==> src/rtl/sp_tracker.sv <==
// sp_tracker: two-axis sweep/track sun tracker; START/TRACK_EN/V_IN/V_VALID in, SOC, servo indices H_POS/V_POS, MAX_V, STAT, DONE out
module sp_tracker #(
  parameter int ADC_W = 12,
  parameter int H_STEPS = 16,
  parameter int V_STEPS = 8,
  parameter int SETTLE = 100,
  parameter int TRACK_PERIOD = 1000,
  localparam int HW = $clog2(H_STEPS),
  localparam int VW = $clog2(V_STEPS)
) (
  input  logic             CLK,
  input  logic             RST,
  input  logic             START,
  input  logic             TRACK_EN,
  input  logic [ADC_W-1:0] V_IN,
  input  logic             V_VALID,
  output logic             SOC,
  output logic [HW-1:0]    H_POS,
  output logic [VW-1:0]    V_POS,
  output logic [ADC_W-1:0] MAX_V,
  output logic [2:0]       STAT,
  output logic             DONE
);
  localparam int CMAX = SETTLE > TRACK_PERIOD ? SETTLE : TRACK_PERIOD;
  localparam int CW = $clog2(CMAX + 1);
  localparam logic [CW-1:0] S_LAST = CW'(SETTLE - 1);
  localparam logic [CW-1:0] T_LAST = CW'(TRACK_PERIOD - 1);
  localparam logic [HW-1:0] H_LAST = HW'(H_STEPS - 1);
  localparam logic [VW-1:0] V_LAST = VW'(V_STEPS - 1);
  typedef enum logic [2:0] {IDLE = 3'd0, H_SWEEP = 3'd1, V_SWEEP = 3'd2, PARK = 3'd3, HOLD = 3'd4, TRACK = 3'd5} state_t;
  typedef enum logic [2:0] {M_SETTLE, M_SOC, M_WAIT, M_NEXT, M_MOVE} ph_t;
  state_t state, state_n;
  ph_t ph, ph_n;
  logic [CW-1:0] cnt, cnt_n;
  logic [HW-1:0] best_h, bh_n, h_n, nh;
  logic [VW-1:0] best_v, bv_n, v_n, nv;
  logic [ADC_W-1:0] max_n;
  logic [2:0] k, k_n, nk;
  logic [4:0] vld, avail;
  logic go, measuring;
  assign go = (state == IDLE || state == HOLD) && START;
  assign measuring = state == H_SWEEP || state == V_SWEEP || state == TRACK;
  assign SOC = measuring && ph == M_SOC;
  assign STAT = state;
  assign DONE = state == PARK;
  assign vld = {best_v != '0, best_v != V_LAST, best_h != '0, best_h != H_LAST, 1'b0};
  assign avail = vld & ~((5'd2 << k) - 5'd1);
  assign nk = avail[1] ? 3'd1 : avail[2] ? 3'd2 : avail[3] ? 3'd3 : avail[4] ? 3'd4 : 3'd0;
  assign nh = nk == 3'd1 ? best_h + 1'b1 : nk == 3'd2 ? best_h - 1'b1 : best_h;
  assign nv = nk == 3'd3 ? best_v + 1'b1 : nk == 3'd4 ? best_v - 1'b1 : best_v;
  always_comb begin
    state_n = state;
    ph_n = ph;
    cnt_n = cnt;
    h_n = H_POS;
    v_n = V_POS;
    max_n = MAX_V;
    bh_n = best_h;
    bv_n = best_v;
    k_n = k;
    if (go) begin
      state_n = H_SWEEP;
      ph_n = M_SETTLE;
      cnt_n = '0;
      h_n = '0;
      max_n = '0;
      bh_n = '0;
      bv_n = V_POS;
    end else if (state == PARK) begin
      state_n = TRACK_EN ? HOLD : IDLE;
      cnt_n = '0;
    end else if (state == HOLD) begin
      state_n = !TRACK_EN ? IDLE : cnt == T_LAST ? TRACK : HOLD;
      cnt_n = cnt == T_LAST ? '0 : cnt + 1'b1;
      ph_n = M_SETTLE;
      k_n = '0;
    end else if (measuring) begin
      unique case (ph)
        M_SETTLE: begin
          ph_n = cnt == S_LAST ? M_SOC : M_SETTLE;
          cnt_n = cnt == S_LAST ? '0 : cnt + 1'b1;
        end
        M_SOC: ph_n = M_WAIT;
        M_WAIT: if (V_VALID) begin
          ph_n = M_NEXT;
          if (state == TRACK && k == '0) max_n = V_IN;
          else if (V_IN > MAX_V) begin
            max_n = V_IN;
            bh_n = H_POS;
            bv_n = V_POS;
          end
        end
        M_NEXT: begin
          ph_n = M_SETTLE;
          if (state == TRACK) begin
            h_n = best_h;
            v_n = best_v;
            ph_n = M_MOVE;
          end else if (state == H_SWEEP) begin
            h_n = H_POS == H_LAST ? best_h : H_POS + 1'b1;
            v_n = H_POS == H_LAST ? '0 : V_POS;
            state_n = H_POS == H_LAST ? V_SWEEP : H_SWEEP;
          end else begin
            v_n = V_POS == V_LAST ? best_v : V_POS + 1'b1;
            state_n = V_POS == V_LAST ? PARK : V_SWEEP;
          end
        end
        default: begin
          ph_n = M_SETTLE;
          h_n = nh;
          v_n = nv;
          k_n = nk;
          state_n = nk == '0 ? HOLD : TRACK;
          cnt_n = '0;
        end
      endcase
    end
  end
  always_ff @(posedge CLK) begin
    if (RST) begin
      state <= IDLE;
      ph <= M_SETTLE;
      cnt <= '0;
      H_POS <= '0;
      V_POS <= '0;
      MAX_V <= '0;
      best_h <= '0;
      best_v <= '0;
      k <= '0;
    end else begin
      state <= state_n;
      ph <= ph_n;
      cnt <= cnt_n;
      H_POS <= h_n;
      V_POS <= v_n;
      MAX_V <= max_n;
      best_h <= bh_n;
      best_v <= bv_n;
      k <= k_n;
    end
  end
endmodule

==> config.mk <==
export PLATFORM = sky130hd
export DESIGN_NAME = sp_tracker
export DESIGN_NICKNAME = d
export VERILOG_FILES = /design/src/rtl/sp_tracker.sv
export SDC_FILE = /design/constraint.sdc
export NUM_CORES = 1
export LEC_CHECK = 0
export BUFFER_PORTS_ARGS = -buffer_cell sky130_fd_sc_hd__buf_4
export CELL_PAD_IN_SITES_DETAIL_PLACEMENT = 0
export CELL_PAD_IN_SITES_GLOBAL_PLACEMENT = 1
export CORE_AREA = 2 2 89 91
export DETAILED_ROUTE_END_ITERATION = 12
export DIE_AREA = 0 0 91 93
export GPL_TIMING_DRIVEN = 0
export PLACE_DENSITY_LB_ADDON = 0.25
export SYNTH_ARGS = -nofsm -noshare
export SYNTH_HDL_FRONTEND = slang
export SYNTH_SLANG_ARGS = --single-unit
export TNS_END_PERCENT = 5
==> constraint.sdc <==
create_clock -name CLK -period 4.7 [get_ports CLK]
set_input_delay 0.94 -clock CLK [delete_from_list [all_inputs] [get_ports CLK]]
set_output_delay 0.94 -clock CLK [all_outputs]
set_load 0.01 [all_outputs]
==> qor.yml, run 1 <==
htreeDepth: 2
ys_warn_count: 0
cts_resized: 0
hp-start: "cnt[1]"
switchingPower_mw: 0.226
dr.pass1.iters: 4
grt_pass1_vias: 2830
clk_pin_slew_worst_paths_ps: 90
nets: 494
num_antenna_cells: 0
num_vias: 3071
drt_iter0_drc: 109
vdd_drop_max_mv: 0.0992
hold_violations: 0
cts_buffers: 5
clk_latency_ps: 300
dieArea_um2: 8460
clkPwrFrac: 0.327
seqPwrFrac: 0.512
cts-root-buf: "clkbuf_8"
ys_seq_area_frac: 0.287
max_slew.worst_pin.slew_ps: 760
rsz0062_at_grt: "false"
setup_tns_ps: 0
status: "complete, no violations"
whs_path_depth: 2
finalCritPeriodShare: 0.653
hpwl_um: 6030
port_buffers: 40
fin_area_um2: 3660
routed_wl_um: 8020
gp_congestion: 0.901
syn_area_um2: 3140
place_area_um2: 3570
hold_end: "cnt[1]"
core.rowCount: 32
coreArea_um2: 7530
synthesis.instances: 407
path_max_fanout: 9
postRouteAntennaNets: 0
syn_area_per_cell_um2: 7.72
drv_cap: 0
initial_core_util: 0.417
antenna_found_initial: 0
multi_input_area_um2: 2060
via_per_inst: 5.51
grt_max_degree: 16
synthArstFlopShare: 0
drc_errors: 0
r2r_end: "STAT[0]"
grt_pass1_wl_um: 13700
postCtsSetupRepairBufs: 0
regArea_um2: 901
n_fill_cell: 805
grt-ovfl-total: 0
max_freq_mhz: 326
synth_edf_count: 0
layout-drive-gt1-share: 0.145
cp.arrival_ps: 2130
finalClockSkew_ps: 7.99
ios: 41
r2r_setup_slack_ps: 2130
ys_types: 64
p_sw_frac: 0.296
grt.total_usage: 0.197
syn_to_final_growth_pct: 16.5
worstSetupEndpointType: "primary output"
final_util: 0.486
synth_top_cell_by_area: "dfxtp_1"
critical_path_required_ps: 3760
powerDensity_nw_per_um2: 208
fp.dieW_um: 91
ys_ff_latch: 45
comb_power_share: 0.161
slew_violations: 0
hold_path.class: "flip-flop to flip-flop"
synth_top_area_share: 0.287
fin_crit_ps: 3070
cts_tree: "done"
die_h_um: 93
synthTopCellsByArea: "dfxtp_1 (29%), ha_1 (9.2%), a21oi_1 (6.4%)"
p_int_mw: 0.536
timing.hold.ws_ps: 483
setup_violations: 0
leakage_nw: 1.42
crit_type: "flip-flop to primary output"
syn_nets: 447
cts.path.max_buffers: 2
cts_num_sinks: 45
start_kind: "flip-flop"
slew_headroom: 0.491
rr_worst_depth: 9
cts_hold_buf: 0
wl_per_cell_um: 14.4
r2r_start: "k[0]"
synth-main-ff-cell: "dfxtp_1"
[logic make-up after synthesis]
group,share of synthesized area
buffers and inverters,0.0574
adder cells (fa/ha/maj),0.0916
multiplexers,0.0295
flip-flops,0.287
AO/OA/AOI/OAI,0.253
AND/OR/NAND/NOR,0.248
XOR/XNOR,0.0335
[area by class of cell]
cell class / instances / area share
Clock inverter: 3 / 0.00615
Tap cell: 102 / 0.0349
Clock buffer: 5 / 0.0188
Inverter: 26 / 0.0267
Sequential cell: 45 / 0.246
Timing Repair Buffer: 40 / 0.0821
Buffer: 21 / 0.0226
Multi-Input combinational cell: 315 / 0.563
[cell usage after synthesis (2+ instances only)]
master,count
dfxtp_1,45
inv_1,26
a221oi_1,5
o22ai_1,3
a21oi_1,40
a22oi_1,2
and3b_1,2
nor2_1,46
o21ai_0,22
nand2b_1,3
or4_1,2
nor2b_1,2
xor2_1,5
nand2_1,22
a21o_1,16
buf_2,3
xnor2_1,7
nand3b_1,2
o21bai_1,2
a31oi_1,5
o31ai_1,2
or3_1,5
nor3b_1,6
nand3_1,25
or2_2,2
mux2i_1,7
ha_1,23
o221ai_1,2
mux2_2,2
clkbuf_1,17
nor3_1,11
and3_1,6
nand4_1,8
[how the worst max path moves through the flow]
stage / endpoint / slack (ps) / cells past startpoint / startpoint
floorplan: MAX_V[4] / 2020 / 8 / V_IN[3]
global placement: MAX_V[9] / 1530 / 9 / V_IN[10]
detailed placement: MAX_V[6] / 1530 / 9 / V_IN[11]
CTS: SOC / 1630 / 6 / STAT[1]
global route: SOC / 1440 / 6 / STAT[1]
finish: SOC / 1630 / 6 / STAT[1]
[metrics by stage]
step	power [mW]	worst slack, ps	cells
detailed placement	0.521	1530	549
floorplan	0.479	2020	407
global placement	0.521	1530	549
finish	0.761	1630	557
CTS	0.780	1630	557
global route	0.806	1440	557
[registers in the layout (all words and copies together) (netlist names), 4 cells and up]
name / cells
MAX_V: 12
H_POS: 4
best_h: 4
cnt: 10
[routing by layer]
metal,wire [µm],part of all wire,global-route usage
met5,0,0,0
met4,43,0.0054,0.0480
met3,377,0.047,0.0338
met2,3600,0.45,0.302
met1,3990,0.50,0.289
[power by group through the flow]
| stage | clock network (mW) | registers (mW) | logic (mW) |
|---|---|---|---|
| detailed placement | 0 | 0.399 | 0.123 |
| global route | 0.278 | 0.391 | 0.137 |
| global placement | 0 | 0.399 | 0.122 |
| floorplan | 0 | 0.399 | 0.0800 |
| CTS | 0.267 | 0.390 | 0.123 |
| finish | 0.249 | 0.390 | 0.122 |
[critical path, cell delays in order, from the launching register on]
cell and delay, ps:
dfxtp_1 330, buf_2 180, inv_1 120, nor3_1 400
nor2_1 120, nor4b_1 460, buf_4 220
[placed cells by master (no fill, tap or decap), types with 17 or more instances in the layout]
cell | netlist | layout
dfxtp_1 | 45 | 45
nand3_1 | 25 | 25
o21ai_0 | 22 | 22
ha_1 | 23 | 23
a21oi_1 | 40 | 40
nand2_1 | 22 | 22
inv_1 | 26 | 26
clkbuf_1 | 17 | 17
nor2_1 | 46 | 46
buf_4 | 0 | 40
Note: power is estimated with default switching activity, not from simulation.
==> run 2: changes to the inputs <==
==> constraint.sdc (replaced) <==
create_clock -name CLK -period 2.9 [get_ports CLK]
set_input_delay 0.58 -clock CLK [delete_from_list [all_inputs] [get_ports CLK]]
set_output_delay 0.58 -clock CLK [all_outputs]
set_load 0.01 [all_outputs]
==> run 2 against run 1 <==
  * Clock skew barely moved
  * Die area did not move
  * Via count down 0.20%
  * Critical path type unchanged
==> qor.yml, run 2 (synthesis gave the netlist of run 1 again) <==
num_antenna_cells: 0  # unchanged
met1Wirelength_um: 4020  # was 3990 µm
switchingPower_mw: 0.366  # was 0.226 mW
p_int_mw: 0.868  # was 0.536 mW
layout-drive-gt1-share: 0.147  # was 0.145
grt-ovfl-total: 0  # unchanged
gp_congestion: 0.901  # unchanged
final_cell_mix: "nor2_1 (46), dfxtp_1 (45), a21oi_1 (40), buf_4 (40), inv_1 (26)"  # unchanged
rr_worst_depth: 9  # unchanged
wl_per_cell_um: 14.4  # about the same
drv_cap: 0  # unchanged
drc_errors: 0  # unchanged
initial_core_util: 0.417  # unchanged
clkPwrFrac: 0.326  # was 0.327
syn_to_final_growth_pct: 16.7  # was 16.5%
setup_tns_ps: 0  # unchanged
cts.path.max_buffers: 2  # unchanged
coreArea_um2: 7530  # unchanged
reg_top3: "MAX_V (12), cnt (10)"  # unchanged
regMostFlops: "MAX_V"  # unchanged
seqPwrFrac: 0.512  # about the same
clk_latency_ps: 300  # about the same
final_util: 0.487  # was 0.486
path_max_fanout: 9  # unchanged
clk_pin_slew_worst_paths_ps: 90  # about the same
p_sw_frac: 0.296  # about the same
via_per_inst: 5.50  # was 5.51
rsz0062_at_grt: "false"  # unchanged
max_freq_mhz: 390
grt_pass1_vias: 2830  # unchanged
slew_violations: 0  # unchanged
powerDensity_nw_per_um2: 337  # was 208 nW/µm²
grt_max_degree: 16  # unchanged
grt.total_usage: 0.197  # unchanged
critical_path_required_ps: 2320  # was 3760 ps
leakage_nw: 1.43  # was 1.42 nW
whs_path_depth: 2  # unchanged
vdd_drop_max_mv: 0.161  # was 0.0992 mV
largest_register_ffs: 12  # unchanged
max_slew.worst_pin.slew_ps: 767  # was 760 ps
htreeDepth: 2  # unchanged
grt_pass1_wl_um: 13700  # unchanged
ios: 41  # unchanged
wl_met2_um: 3600  # about the same
finalClockSkew_ps: 7.88  # was 7.99 ps
timing.hold.ws_ps: 485  # was 483 ps
worstSetupEndpointType: "primary output"  # unchanged
core.rowCount: 32  # unchanged
nets: 494  # unchanged
crit_type: "flip-flop to primary output"  # unchanged
start_kind: "flip-flop"  # unchanged
top_layer_used: "met4"  # unchanged
die_h_um: 93  # unchanged
cts_hold_buf: 0  # unchanged
setup_violations: 0  # unchanged
fp.dieW_um: 91  # unchanged
routed_wl_um: 8040  # was 8020 µm
cts_buffers: 5  # unchanged
num_vias: 3065  # was 3071
cp.arrival_ps: 1980  # was 2130 ps
hpwl_um: 6030  # unchanged
cts_num_sinks: 45  # unchanged
layout_commonest_cell: "nor2_1"  # unchanged
comb_power_share: 0.161  # about the same
dr.pass1.iters: 4  # unchanged
drt_iter0_drc: 116  # was 109
cts-root-buf: "clkbuf_8"  # unchanged
fin_crit_ps: 2560
slew_headroom: 0.486  # was 0.491
cts_resized: 0  # unchanged
port_buffers: 40  # unchanged
hold_violations: 0  # unchanged
hold_path.class: "flip-flop to flip-flop"  # unchanged
finalCritPeriodShare: 0.883
postCtsSetupRepairBufs: 0  # unchanged
routed-wl-met3_um: 348  # was 377 µm
antenna_found_initial: 0  # unchanged
postRouteAntennaNets: 0  # unchanged
status: "complete, no violations"  # unchanged
dieArea_um2: 8460  # unchanged
cts_tree: "done"  # unchanged
==> run 2: cell counts in the layout (fill, tap and decap cells not counted) <==
No cell type changed its count.
==> run 2: critical path, stage by stage, from the launching register on <==
cell and delay (ps):
dfxtp_1 330, buf_2 180, inv_1 120, nor3_1 390
nor2_1 130, nor4b_2 320, buf_4 190
==> run 2: area by class of cell <==
class                   instances  area, µm²
multi-input cells             315       2070
inverters                      26       97.6
flip-flops and latches         45        901
repair buffers                 40        300
well taps                     102        128
clock buffers                   5       68.8
clock inverters                 3       22.5
plain buffers                  21       82.6
fillers                       803       3860
==> run 2: per-stage QoR <==
stage | power, mW | area, µm² | setup slack, ps | instances
after detailed placement | 0.845 | 3570 | 86.6 | 549
after global placement | 0.844 | 3570 | 91.3 | 549
after global routing | 1.31 | 3670 | 78.6 | 557
after CTS | 1.26 | 3660 | 193 | 557
after floorplan | 0.776 | 3140 | 578 | 407
final | 1.23 | 3670 | 338 | 557
==> run 2: power groups by stage <==
stage	clock (mW)	sequential, mW	combinational (mW)
5_1_grt	0.450	0.633	0.223
6_report	0.403	0.632	0.199
4_1_cts	0.433	0.632	0.199
3_5_place_dp	0	0.646	0.199
2_1_floorplan	0	0.646	0.130
3_3_place_gp	0	0.646	0.198
==> run 2: worst paths after layout <==
path	from	end	slack (ps)
setup / recovery	STAT[1]	SOC	340
hold / removal	cnt[1]	cnt[1]	480
setup reg to reg	k[0]	STAT[0]	340
hold reg to reg	cnt[1]	cnt[1]	480
==> run 2: routing by layer <==
layer / track usage / up-vias
li1: - / 1568
met1: 0.289 / 1417
met2: 0.302 / 74
met3: 0.0338 / 6
met4: 0.0480 / 0
met5: 0 / -
==> run 3: changes to the inputs <==
--- a/config.mk
+++ b/config.mk
@@ -13,6 +13,7 @@
 export DIE_AREA = 0 0 91 93
 export GPL_TIMING_DRIVEN = 0
 export PLACE_DENSITY_LB_ADDON = 0.25
+export RECOVER_POWER = 50
 export SYNTH_ARGS = -nofsm -noshare
 export SYNTH_HDL_FRONTEND = slang
 export SYNTH_SLANG_ARGS = --single-unit
==> run 3 against run 2 <==
  * Register-to-register slack about the same
  * Critical path depth down 1
  * Final area down 2.4%
  * Largest cell class unchanged
  * Highest routed layer unchanged
  * Sequential power about the same
  * Largest power group unchanged
  * Via count about the same
==> qor.yml, run 3 (synthesis gave the netlist of run 1 again) <==
status: "complete, no violations"  # unchanged
n_fill_cell: 828  # was 803
dp_slack_ps: 86.6  # unchanged
use_met1: 0.289  # unchanged
ios: 41  # unchanged
cp.arrival_ps: 2000  # was 1980 ps
core.rowCount: 32  # unchanged
fin_area_um2: 3580  # was 3670 µm²
gr-usage-met2: 0.302  # unchanged
gr-usage-met3: 0.0338  # unchanged
critical_path_required_ps: 2320  # about the same
postRouteAntennaNets: 0  # unchanged
largest_register_ffs: 12  # unchanged
leakage_nw: 1.32  # was 1.43 nW
reg_top3: "MAX_V (12), cnt (10)"  # unchanged
hold_path.class: "flip-flop to flip-flop"  # unchanged
num_vias: 3068  # was 3065
cts.path.max_buffers: 2  # unchanged
finalCritPeriodShare: 0.889  # was 0.883
drv_cap: 0  # unchanged
grt.total_usage: 0.197  # unchanged
port_buffers: 40  # unchanged
cp_top_family: "simple AND/OR/NAND/NOR gates"  # unchanged
grt_max_degree: 16  # unchanged
path_cells: "clkbuf_1, nor2b_1, nor2_1, nor4b_2, buf_4"  # was buf_2, inv_1, nor3_1, nor2_1, nor4b_2, buf_4
hold_violations: 0  # unchanged
setup_violations: 0  # unchanged
cts_tree: "done"  # unchanged
hold_end: "cnt[1]"  # unchanged
cts_hold_buf: 0  # unchanged
syn_to_final_growth_pct: 13.9  # was 16.7%
regMostFlops: "MAX_V"  # unchanged
cpPeakStageDelay_ps: 390  # about the same
setup_tns_ps: 0  # unchanged
start_kind: "flip-flop"  # unchanged
slew_headroom: 0.488  # was 0.486
r2r_start: "k[0]"  # unchanged
powerDensity_nw_per_um2: 343  # was 337 nW/µm²
drc_errors: 0  # unchanged
final_cell_mix: "nor2_1 (46), dfxtp_1 (45), clkbuf_1 (42)"  # was nor2_1 (46), dfxtp_1 (45), a21oi_1 (40), buf_4 (40), inv_1 (26)
clk_latency_ps: 300  # about the same
busiest_layer: "met2"  # unchanged
hpwl_um: 6030  # unchanged
vdd_drop_max_mv: 0.161  # about the same
cp_slowest_cell: "dfxtp_1"  # was nor3_1
grt-ovfl-total: 0  # unchanged
r2r_end: "V_POS[0]"  # was STAT[0]
dieArea_um2: 8460  # unchanged
worst_slack_ps: 323  # was 338 ps
worstSetupEndpointType: "primary output"  # unchanged
critPathBufInv: 2  # was 3
fin_crit_ps: 2580  # was 2560 ps
path_max_fanout: 10  # was 9
postCtsSetupRepairBufs: 0  # unchanged
max_freq_mhz: 388  # was 390 MHz
slew_violations: 0  # unchanged
place_area_um2: 3570  # unchanged
r2r_setup_slack_ps: 330  # was 340 ps
layout-drive-gt1-share: 0.0923  # was 0.147
die_h_um: 93  # unchanged
clk_pin_slew_worst_paths_ps: 90  # about the same
fp.dieW_um: 91  # unchanged
whs_path_depth: 2  # unchanged
gp_congestion: 0.901  # unchanged
nets: 494  # unchanged
routed_wl_um: 8010  # was 8040 µm
crit_type: "flip-flop to primary output"  # unchanged
drt_iter0_drc: 117  # was 116
wl_per_cell_um: 14.4  # about the same
layout_commonest_cell: "nor2_1"  # unchanged
via_per_inst: 5.51  # was 5.50
grt_pass1_vias: 2830  # unchanged
cts_buffers: 5  # unchanged
num_antenna_cells: 0  # unchanged
rr_worst_depth: 9  # unchanged
cts-root-buf: "clkbuf_8"  # unchanged
finalClockSkew_ps: 7.94  # was 7.88 ps
hp-start: "cnt[1]"  # unchanged
initial_core_util: 0.417  # unchanged
rsz0062_at_grt: "false"  # unchanged
htreeDepth: 2  # unchanged
grt_pass1_wl_um: 13700  # unchanged
antenna_found_initial: 0  # unchanged
max_slew.worst_pin.slew_ps: 767  # about the same
dr.pass1.iters: 5  # was 4
cts_num_sinks: 45  # unchanged
coreArea_um2: 7530  # unchanged
[run 3: area by class of cell]
| type | instances | area, µm² | share of cell area |
|---|---|---|---|
| flip-flops and latches | 45 | 901 | 0.252 |
| plain buffers | 21 | 81.3 | 0.0227 |
| well taps | 102 | 128 | 0.0357 |
| inverters | 26 | 97.6 | 0.0273 |
| clock inverters | 3 | 22.5 | 0.00629 |
| multi-input cells | 315 | 2070 | 0.577 |
| repair buffers | 40 | 214 | 0.0598 |
| clock buffers | 5 | 68.8 | 0.0192 |
[run 3: what timing repair did]
item,4_1_cts,5_1_grt
setup endpoints to repair,0,1
gates resized for setup,0,1
endpoints found under the hold margin,0,0
[run 3: power by group]
group / switching, mW / leakage (nW) / internal, mW / total, mW
Clock: 0.230 / 0.0481 / 0.171 / 0.401
Combinational: 0.127 / 0.912 / 0.0688 / 0.196
Sequential: 0.00720 / 0.363 / 0.625 / 0.632
[run 3: how the worst max path moves through the flow]
stage          startpoint        end  slack (ps)  cells past startpoint
2_1_floorplan     V_IN[3]   MAX_V[4]         580                      8
5_1_grt          MAX_V[9]  MAX_V[11]          80                      9
4_1_cts           STAT[1]        SOC         190                      6
6_report          STAT[0]        SOC         320                      5
3_3_place_gp     V_IN[10]   MAX_V[9]          90                      9
3_5_place_dp     V_IN[11]   MAX_V[6]          90                      9
[run 3: routing by layer]
layer / routed length, µm / part of all wire
met1: 3970 / 0.50
met5: 0 / 0
met2: 3580 / 0.45
met4: 99 / 0.012
met3: 367 / 0.046
[run 3: metrics by stage]
| stage | total power, mW | utilization | hold slack (ps) | std cells |
|---|---|---|---|---|
| 5_1_grt | 1.30 | 0.475 | 510 | 557 |
| 3_5_place_dp | 0.845 | 0.474 | 471 | 549 |
| 2_1_floorplan | 0.776 | - | 449 | 407 |
| 3_3_place_gp | 0.844 | 0.474 | 468 | 549 |
| 6_report | 1.23 | 0.475 | 485 | 557 |
| 4_1_cts | 1.26 | 0.486 | 486 | 557 |
[run 3: worst min-delay path: cells and delay by family (launching register included)]
family / cells / cell delay, ps
simple gates: 1 / 60
flops: 1 / 340
compound gates: 1 / 50
